### src/rtl/ffsr_pulse_driver.sv
// Command-side driver for a thermometer-coded pulse shift register: absolute load or inc/dec pulse trains.
// Optional build macro FFSR_DRV_CHECK_EN enables the ffsr_out readback checker (sticky mismatch flag).
module ffsr_pulse_driver #(
  parameter int INPUT_SIZE = 8,
  parameter int CNT_W      = 4
) (
  input  logic                  clk,
  input  logic                  rst,
  input  logic                  cmd_valid,
  output logic                  cmd_ready,
  input  logic                  cmd_load,
  input  logic [CNT_W-1:0]      cmd_target,
  output logic                  ffsr_rst,
  output logic                  ffsr_inc,
  output logic                  ffsr_dec,
  output logic [INPUT_SIZE-1:0] ffsr_init,
  output logic [CNT_W-1:0]      level,
  output logic                  busy,
  output logic                  done,
  input  logic [INPUT_SIZE-1:0] ffsr_out,
  output logic                  mismatch
);

  // state | meaning
  // IDLE  | waiting for a command; also hosts the done cycle
  // LOAD  | ffsr_rst+ffsr_init presented for one cycle
  // STEP  | one inc or dec pulse per cycle until level reaches tgt
  typedef enum logic [1:0] {IDLE, LOAD, STEP} state_t;

  localparam logic [CNT_W-1:0] MAX_LVL = CNT_W'(INPUT_SIZE);

  state_t                  state, state_nxt;
  logic [CNT_W-1:0]        tgt, tgt_nxt, tgt_clamp, level_nxt;
  logic                    rst_nxt, inc_nxt, dec_nxt, busy_nxt, done_nxt;
  logic [INPUT_SIZE-1:0]   init_nxt;

  function automatic logic [INPUT_SIZE-1:0] therm(input logic [CNT_W-1:0] n);
    logic [INPUT_SIZE-1:0] t;
    t = '0;
    for (int i = 0; i < INPUT_SIZE; i++) begin
      if (i < int'(n)) t[i] = 1'b1;
    end
    return t;
  endfunction

  assign cmd_ready = (state == IDLE);
  assign tgt_clamp = (cmd_target > MAX_LVL) ? MAX_LVL : cmd_target;

  always_comb begin
    state_nxt = state;
    tgt_nxt   = tgt;
    level_nxt = level;
    rst_nxt   = 1'b0;
    inc_nxt   = 1'b0;
    dec_nxt   = 1'b0;
    busy_nxt  = 1'b0;
    done_nxt  = 1'b0;
    case (state)
      IDLE: begin
        if (cmd_valid) begin
          tgt_nxt = tgt_clamp;
          if (cmd_load) begin
            state_nxt = LOAD;
            rst_nxt   = 1'b1;
            level_nxt = tgt_clamp;
            busy_nxt  = 1'b1;
          end else if (tgt_clamp > level) begin
            state_nxt = STEP;
            inc_nxt   = 1'b1;
            level_nxt = level + 1'b1;
            busy_nxt  = 1'b1;
          end else if (tgt_clamp < level) begin
            state_nxt = STEP;
            dec_nxt   = 1'b1;
            level_nxt = level - 1'b1;
            busy_nxt  = 1'b1;
          end else begin
            done_nxt  = 1'b1;
          end
        end
      end
      LOAD: begin
        state_nxt = IDLE;
        done_nxt  = 1'b1;
      end
      STEP: begin
        // level already reflects the pulse being presented, so equality means the train is complete
        if (level == tgt) begin
          state_nxt = IDLE;
          done_nxt  = 1'b1;
        end else if (tgt > level) begin
          inc_nxt   = 1'b1;
          level_nxt = level + 1'b1;
          busy_nxt  = 1'b1;
        end else begin
          dec_nxt   = 1'b1;
          level_nxt = level - 1'b1;
          busy_nxt  = 1'b1;
        end
      end
      default: state_nxt = IDLE;
    endcase
    init_nxt = therm(level_nxt);
  end

  always_ff @(posedge clk) begin
    if (rst) begin
      state     <= IDLE;
      tgt       <= '0;
      level     <= '0;
      ffsr_rst  <= 1'b1;
      ffsr_init <= '0;
      ffsr_inc  <= 1'b0;
      ffsr_dec  <= 1'b0;
      busy      <= 1'b0;
      done      <= 1'b0;
    end else begin
      state     <= state_nxt;
      tgt       <= tgt_nxt;
      level     <= level_nxt;
      ffsr_rst  <= rst_nxt;
      ffsr_init <= init_nxt;
      ffsr_inc  <= inc_nxt;
      ffsr_dec  <= dec_nxt;
      busy      <= busy_nxt;
      done      <= done_nxt;
    end
  end

`ifdef FFSR_DRV_CHECK_EN
  logic mismatch_q;

  // Only compare when the register has settled: idle, not loading, not in the done cycle
  always_ff @(posedge clk) begin
    if (rst) begin
      mismatch_q <= 1'b0;
    end else if (state == IDLE && !ffsr_rst && !done && ffsr_out != therm(level)) begin
      mismatch_q <= 1'b1;
    end
  end

  assign mismatch = mismatch_q;
`else
  logic ffsr_out_unused;

  assign ffsr_out_unused = ^ffsr_out;
  assign mismatch        = 1'b0;
`endif

endmodule

### config.mk
export PLATFORM = sky130hd
export DESIGN_NAME = ffsr_pulse_driver
export DESIGN_NICKNAME = d
export VERILOG_FILES = /design/src/rtl/ffsr_pulse_driver.sv
export SDC_FILE = /design/constraint.sdc
export NUM_CORES = 1
export LEC_CHECK = 0
export BUFFER_PORTS_ARGS = -buffer_cell sky130_fd_sc_hd__buf_2
export CAP_MARGIN = 20
export CORE_ASPECT_RATIO = 1.1
export CORE_MARGIN = 5
export CORE_UTILIZATION = 54
export CTS_BUF_LIST = sky130_fd_sc_hd__clkbuf_4
export CTS_CLUSTER_SIZE = 10
export DETAILED_ROUTE_END_ITERATION = 10
export PLACE_DENSITY = 0.81
export SYNTH_ARGS = -nofsm -noshare
export SYNTH_HDL_FRONTEND = slang
export SYNTH_SLANG_ARGS = --single-unit
### constraint.sdc
create_clock -name clk -period 3.43 [get_ports clk]
set_clock_uncertainty 0.15 [all_clocks]
set_input_delay 0.343 -clock clk [delete_from_list [all_inputs] [get_ports clk]]
set_output_delay 0.343 -clock clk [all_outputs]
set_load 0.02 [all_outputs]
; After elaboration in Yosys (flattened, before gate mapping)
; Index checks and enable logic that the tools add are counted.
[op_classes]
n_mul = 0
bitwise = 0
n_mux = 49
n_eq_ne = 6
addsub = 2
magnitude_cmp = 12
shifts = 0
reduce_logical = 3
div_mod_pow = 0
[op_table]
columns = operator, count
row1 = $mux W1, 31
row2 = $mux W4, 7
row3 = $lt A3 B4 Y1 const A, 4
row4 = $mux W2, 5
row5 = $gt A4 B4 Y1, 2
row6 = $lt A1 B4 Y1 const A, 2
row7 = $lt A2 B4 Y1 const A, 2
row8 = $pmux W4 S2, 1
row9 = $pmux W1 S2, 3
row10 = $add A4 B1 Y4 const B, 1
row11 = $eq A4 B4 Y1, 1
row12 = $gt A4 B4 Y1 const B, 1
row13 = $lt A4 B4 Y1, 1
row14 = $ne A2 B2 Y1 const B, 2
row15 = $ne A4 B1 Y1 const B, 1
row16 = $pmux W2 S2, 1
row17 = $sub A4 B1 Y4 const B, 1
row18 = $pmux W1 S3, 1
row19 = $reduce_and A3 Y1, 1
row20 = $eq A2 B1 Y1 const B, 1
row21 = $eq A2 B2 Y1 const B, 1
row22 = $logic_not A2 Y1, 1
row23 = $reduce_and A2 Y1, 1
[totals]
input_bits = 16
ramBits = 0
romBits = 0
wordCells = 81
output_inout_bits = 19
memories = 0
register_bits = 23
latch_bits = 0

; Logic depth before layout (Yosys ltp)
[depth]
depth_word = 10
mapped_depth = 10
ltp_nobuf = 9

; Worst setup path before layout
; Ideal clock, no wire load.
[synth_path]
kind = register to register
from = register level[1]
to = register ffsr_init[2]
synth_period_minus_slack_ns = 2.610
arrival_ns = 2.333
stages_incl_launch_ff = 11
setup_ns = 0.127
slack_ns = 0.820
path_buffers = 1
required_ns = 3.153
cell_sequence = dfxtp_1 inv_1 ha_1 nor2b_2 o211ai_2 and2_4 buf_6 o311a_4 a211oi_4 o221a_1 o21ai_1
[synth_via]
elab_chain_len = 8
word_cells_on_any_way = 15
classes_between = add/sub: 2 / order compare: 4 / eq/ne: 1 / mux: 8
[synth_lines]
columns = item, line
row1 = start: declaration, 17  ; output logic [CNT_W-1:0] level,
row2 = start signal: assignment, 120  ; level <= level_nxt;
row3 = $sub A4 B1 Y4 / $lt A4 B4 Y1 (equally long branches), "75, 97, 72"
row4 = $mux W4, 72  ; end else if (tgt_clamp < level) begin
row5 = $mux W4, 67  ; end else if (tgt_clamp > level) begin
row6 = $mux W4, 62  ; if (cmd_load) begin
row7 = $mux W4, 60  ; if (cmd_valid) begin
row8 = $pmux W4 S2 (*), 58  ; case (state)
row9 = $lt A2 B4 Y1 (*), 41  ; if (i < int'(n)) t[i] = 1'b1;
row10 = $mux W1 (*), 41
row11 = end signal: assignment, 122  ; ffsr_init <= init_nxt;
row12 = end: declaration, 16  ; output logic [INPUT_SIZE-1:0] ffsr_init,
; Every way passes the cells marked *; elsewhere a longest branch is shown, timed or not.
; A chain may end at the register's enable or synchronous reset.

; Worst setup path after layout
[layout_path]
from = register level[2]
to = register ffsr_init[5]
[layout_via]
elab_chain_len = 8
word_cells_on_any_way = 15
classes_between = add/sub: 2 / order compare: 4 / eq/ne: 1 / mux: 8
[layout_lines]
columns = item, line
row1 = $sub A4 B1 Y4 / $lt A4 B4 Y1 (equally long branches), "75, 97, 72"
row2 = $mux W4, 72
row3 = $mux W4, 67
row4 = $mux W4, 62
row5 = $mux W4, 60
row6 = $pmux W4 S2 (*), 58
row7 = $lt A3 B4 Y1 (*), 41
row8 = $mux W1 (*), 41
; Marks and branches as above.

==> reports/qor.yml <==
critical_path:
  cp_top_family: "compound AO/OA/AOI/OAI gates"
  cp_common_cell: "sky130_fd_sc_hd__o31ai_1"
  path_buf_inv: 1
  cell_type_of_the_slowest_stage_on_the_worst_timing_path: "sky130_fd_sc_hd__dfxtp_1"
  max_stage_delay_ns: 0.46
  critical_path.cell_chain: "inv_1, ha_1, and4_1, nor3_2, o31ai_1, a311oi_2, o21a_1, o31ai_1"
  critPathLaunchType: "flop"
  critical_path.endpoint_type: "flop"
  max_fo_critical_path: 6
  crit_start: "level[2]"
  timing_worst_setup_path_type: "reg2reg"
  timing.critical_path.required_ns: 3.49
  data_arrival_at_the_endpoint_of_the_critical_path_ns: 2.90
  crit-reg2reg-launch: "level[2]"
clock_network:
  clock_tree_buffer_depth: 2
  cts.htree.levels: 1
  clkSlewWorstSetupHoldPaths_ns: 0.13
  cts_buffers: 3
  cts_sinks: 22
  clockRootBuffer: "sky130_fd_sc_hd__clkbuf_4"
  clk-insertion-delay-late_ns: 0.32
  postCtsSetupBuffers: 0
  cts_resized: 0
  tritoncts: "yes"
  cts.hold.buffers_added: 0
grt:
  vias_in_the_first_global_route: 1263
  grt-busiest-layer: "met2"
  grt_start_max_net_pins: 23
  grt.total_usage: 0.190
  gr-usage-met2: 0.347
  grt_use_met3: 0.0310
  grt_overflow_total: 0
  grt_antenna_before_repair: 0
  grt_pass1_wl_um: 5530
  use_met1: 0.213
timing:
  unrepaired_setup_endpoints_after_global_routing: "no"
  final.hold.worst_slack_ns: 0.160
  totalNegativeSetupSlack_ns: 0
  finalHoldViolations: 0
  final_max_slew_viol_count: 0
  finalWorstPathRequiredPeriod_ns: 2.84
  setup_violation_total_in_the_final_timing_report: 0
  fin_crit_sh: 0.828
  max_freq_ghz: 0.352
worst_hold_path:
  worst_hold_startpoint: "cmd_target[3]"
  timing.hold.worst.class: "in2reg"
run:
  max-cap-violations: 0
logic_synthesis:
  synth_sequential_area_ratio: 0.323
  synth.distinct_cells: 55
  synth_enable_flop_cells: 0
  synth_async_sr_flop_share: 0
  postSynthAreaPerCell_um2: 8.53
  synthesis.area_mm2: 0.00137
  yosys_warnings: 0
  synthesized_nets: 186
  netlist_instances: 160
  synth.ff_latch_count: 22
  yosys_most_used_dff: "sky130_fd_sc_hd__dfxtp_1"
routing:
  drt-total-wl_um: 3310
  wire_length_per_cell_um: 15.7
  detailroute.via_count: 1258
  detail_route.first_pass.iterations: 4
  number_of_drc_markers_after_the_initial_detailed_route_iteration: 55
  postRouteAntennaNets: 0
  route.detailed.drc: 0
  via_cell_ratio: 5.96
floorplanning:
  fp.dieW_um: 57.9
  placeableCoreArea_mm2: 0.00247
  effective_utilization_at_floorplan: 0.552
  rows: 19
  design.die.area_mm2: 0.00363
  die_height_um: 62.7
  floorplan.io_pins: 35
power_and_ir_drop:
  power_per_cell_area_mw_per_mm2: 617
  vdd.ir_drop.worst_uv: 407
  leakagePower_nw: 0.652
layout:
  final_design_area_excluding_fillers_mm2: 0.00153
  fill_cells: 216
  final_cells: 211
  multi_input_area_um2: 841
  synthToLayoutAreaGrowth_pct: 12.2
  layout.nets: 207
  register_area_um2: 440
  diodes: 0
  layout-drive-gt1-share: 0.222
place:
  gp_congestion: 0.881
  hpwlAfterDp_um: 2560
  detailed_place.area_mm2: 0.00148
  port-buffer-count: 25
  dp.cells: 207
status:
  run_status: "finished clean"
==> worst paths after layout <==
kind / endpoint / slack [ns] / cells past startpoint
hold / removal: tgt[3] / 0.16 / 3
setup / recovery: ffsr_init[5] / 0.59 / 8
hold reg to reg: tgt[2] / 0.33 / 2
setup reg to reg: ffsr_init[5] / 0.59 / 8
==> sequential cells by signal, summed over array words and instances (netlist names) <==
name	cells
ffsr_rst	1
ffsr_dec	1
tgt	4
ffsr_inc	1
busy	1
ffsr_init	8
state	2
level	3
done	1
==> worst register-to-register path: cells and delay by family, from the launching register on <==
| kind | cells | cell delay [ns] |
|---|---|---|
| and+or+nand+nor | 2 | 0.67 |
| DFF | 1 | 0.46 |
| adders and majority gates | 1 | 0.35 |
| buffers and inverters | 1 | 0.15 |
| AOI/OAI and AO/OA | 4 | 0.94 |
==> cell usage in the layout, fill, tap and decap left out, types with 3 or more instances in the layout <==
cell / instances
sky130_fd_sc_hd__a21oi_1: 12
sky130_fd_sc_hd__clkbuf_4: 3
sky130_fd_sc_hd__and2_1: 3
sky130_fd_sc_hd__nand2_1: 16
sky130_fd_sc_hd__nor3_1: 6
sky130_fd_sc_hd__inv_1: 9
sky130_fd_sc_hd__buf_2: 25
sky130_fd_sc_hd__o21ai_0: 5
sky130_fd_sc_hd__ha_1: 10
sky130_fd_sc_hd__dfxtp_1: 22
sky130_fd_sc_hd__nor2_1: 13
sky130_fd_sc_hd__nor2b_1: 3
sky130_fd_sc_hd__o31ai_1: 3
sky130_fd_sc_hd__xnor2_1: 5
==> Yosys cell counts, types with 2 or more instances <==
cell / count / area share
sky130_fd_sc_hd__nor2b_1: 3 / 0.014
sky130_fd_sc_hd__a21oi_1: 12 / 0.044
sky130_fd_sc_hd__o21ai_1: 2 / 0.0073
sky130_fd_sc_hd__nand2b_1: 2 / 0.0092
sky130_fd_sc_hd__nand3_1: 2 / 0.0073
sky130_fd_sc_hd__o21a_1: 2 / 0.011
sky130_fd_sc_hd__ha_1: 10 / 0.092
sky130_fd_sc_hd__clkbuf_1: 5 / 0.014
sky130_fd_sc_hd__nor3_1: 6 / 0.022
sky130_fd_sc_hd__dfxtp_1: 22 / 0.32
sky130_fd_sc_hd__and2_1: 3 / 0.014
sky130_fd_sc_hd__nand4_1: 2 / 0.0092
sky130_fd_sc_hd__inv_1: 9 / 0.025
sky130_fd_sc_hd__o21ai_0: 5 / 0.018
sky130_fd_sc_hd__buf_4: 2 / 0.011
sky130_fd_sc_hd__o31ai_1: 3 / 0.016
sky130_fd_sc_hd__nor2_1: 13 / 0.036
sky130_fd_sc_hd__nand2_1: 16 / 0.044
sky130_fd_sc_hd__xnor2_1: 5 / 0.032
==> cells by family after synthesis <==
kind of cell,count (synthesis),synth area share
simple gates,58,0.224
flops,22,0.323
mux,1,0.00733
compound gates,44,0.252
xor+xnor,6,0.0385
buf+inv,18,0.0614
other cells,1,0.00275
fa+ha+maj,10,0.0917
==> final cells by class <==
cell class                      instances  share of cell area
Inverter                                9              0.0221
Tap cell                               31              0.0253
Timing Repair Buffer                   25              0.0817
Clock buffer                            3              0.0147
Sequential cell                        22               0.288
Clock inverter                          1              0.0196
Multi-Input combinational cell        120               0.549
==> where the power goes <==
| group | switching (mW) | internal (mW) | leakage (nW) | total, mW |
|---|---|---|---|---|
| sequential | 0.0249 | 0.295 | 0.181 | 0.320 |
| clock | 0.0848 | 0.118 | 0.0279 | 0.203 |
| combinational | 0.261 | 0.160 | 0.443 | 0.421 |
| total | 0.371 | 0.573 | 0.652 | 0.944 |
==> per-layer routing <==
layer | wire [µm] | up-vias
li1 | - | 615
met1 | 1300 | 581
met2 | 1720 | 54
met3 | 224 | 8
met4 | 65 | 0
met5 | 0 | -
==> metrics by stage <==
stage | power (mW) | setup WS (ns) | utilization
after floorplan | 0.648 | 0.820 | -
after global placement | 0.725 | 0.715 | 0.598
after detailed placement | 0.743 | 0.614 | 0.598
after CTS | 0.943 | 0.594 | 0.619
after global routing | 1.00 | 0.391 | 0.619
final | 0.944 | 0.591 | 0.619
Power figures use the tool's default switching activity.
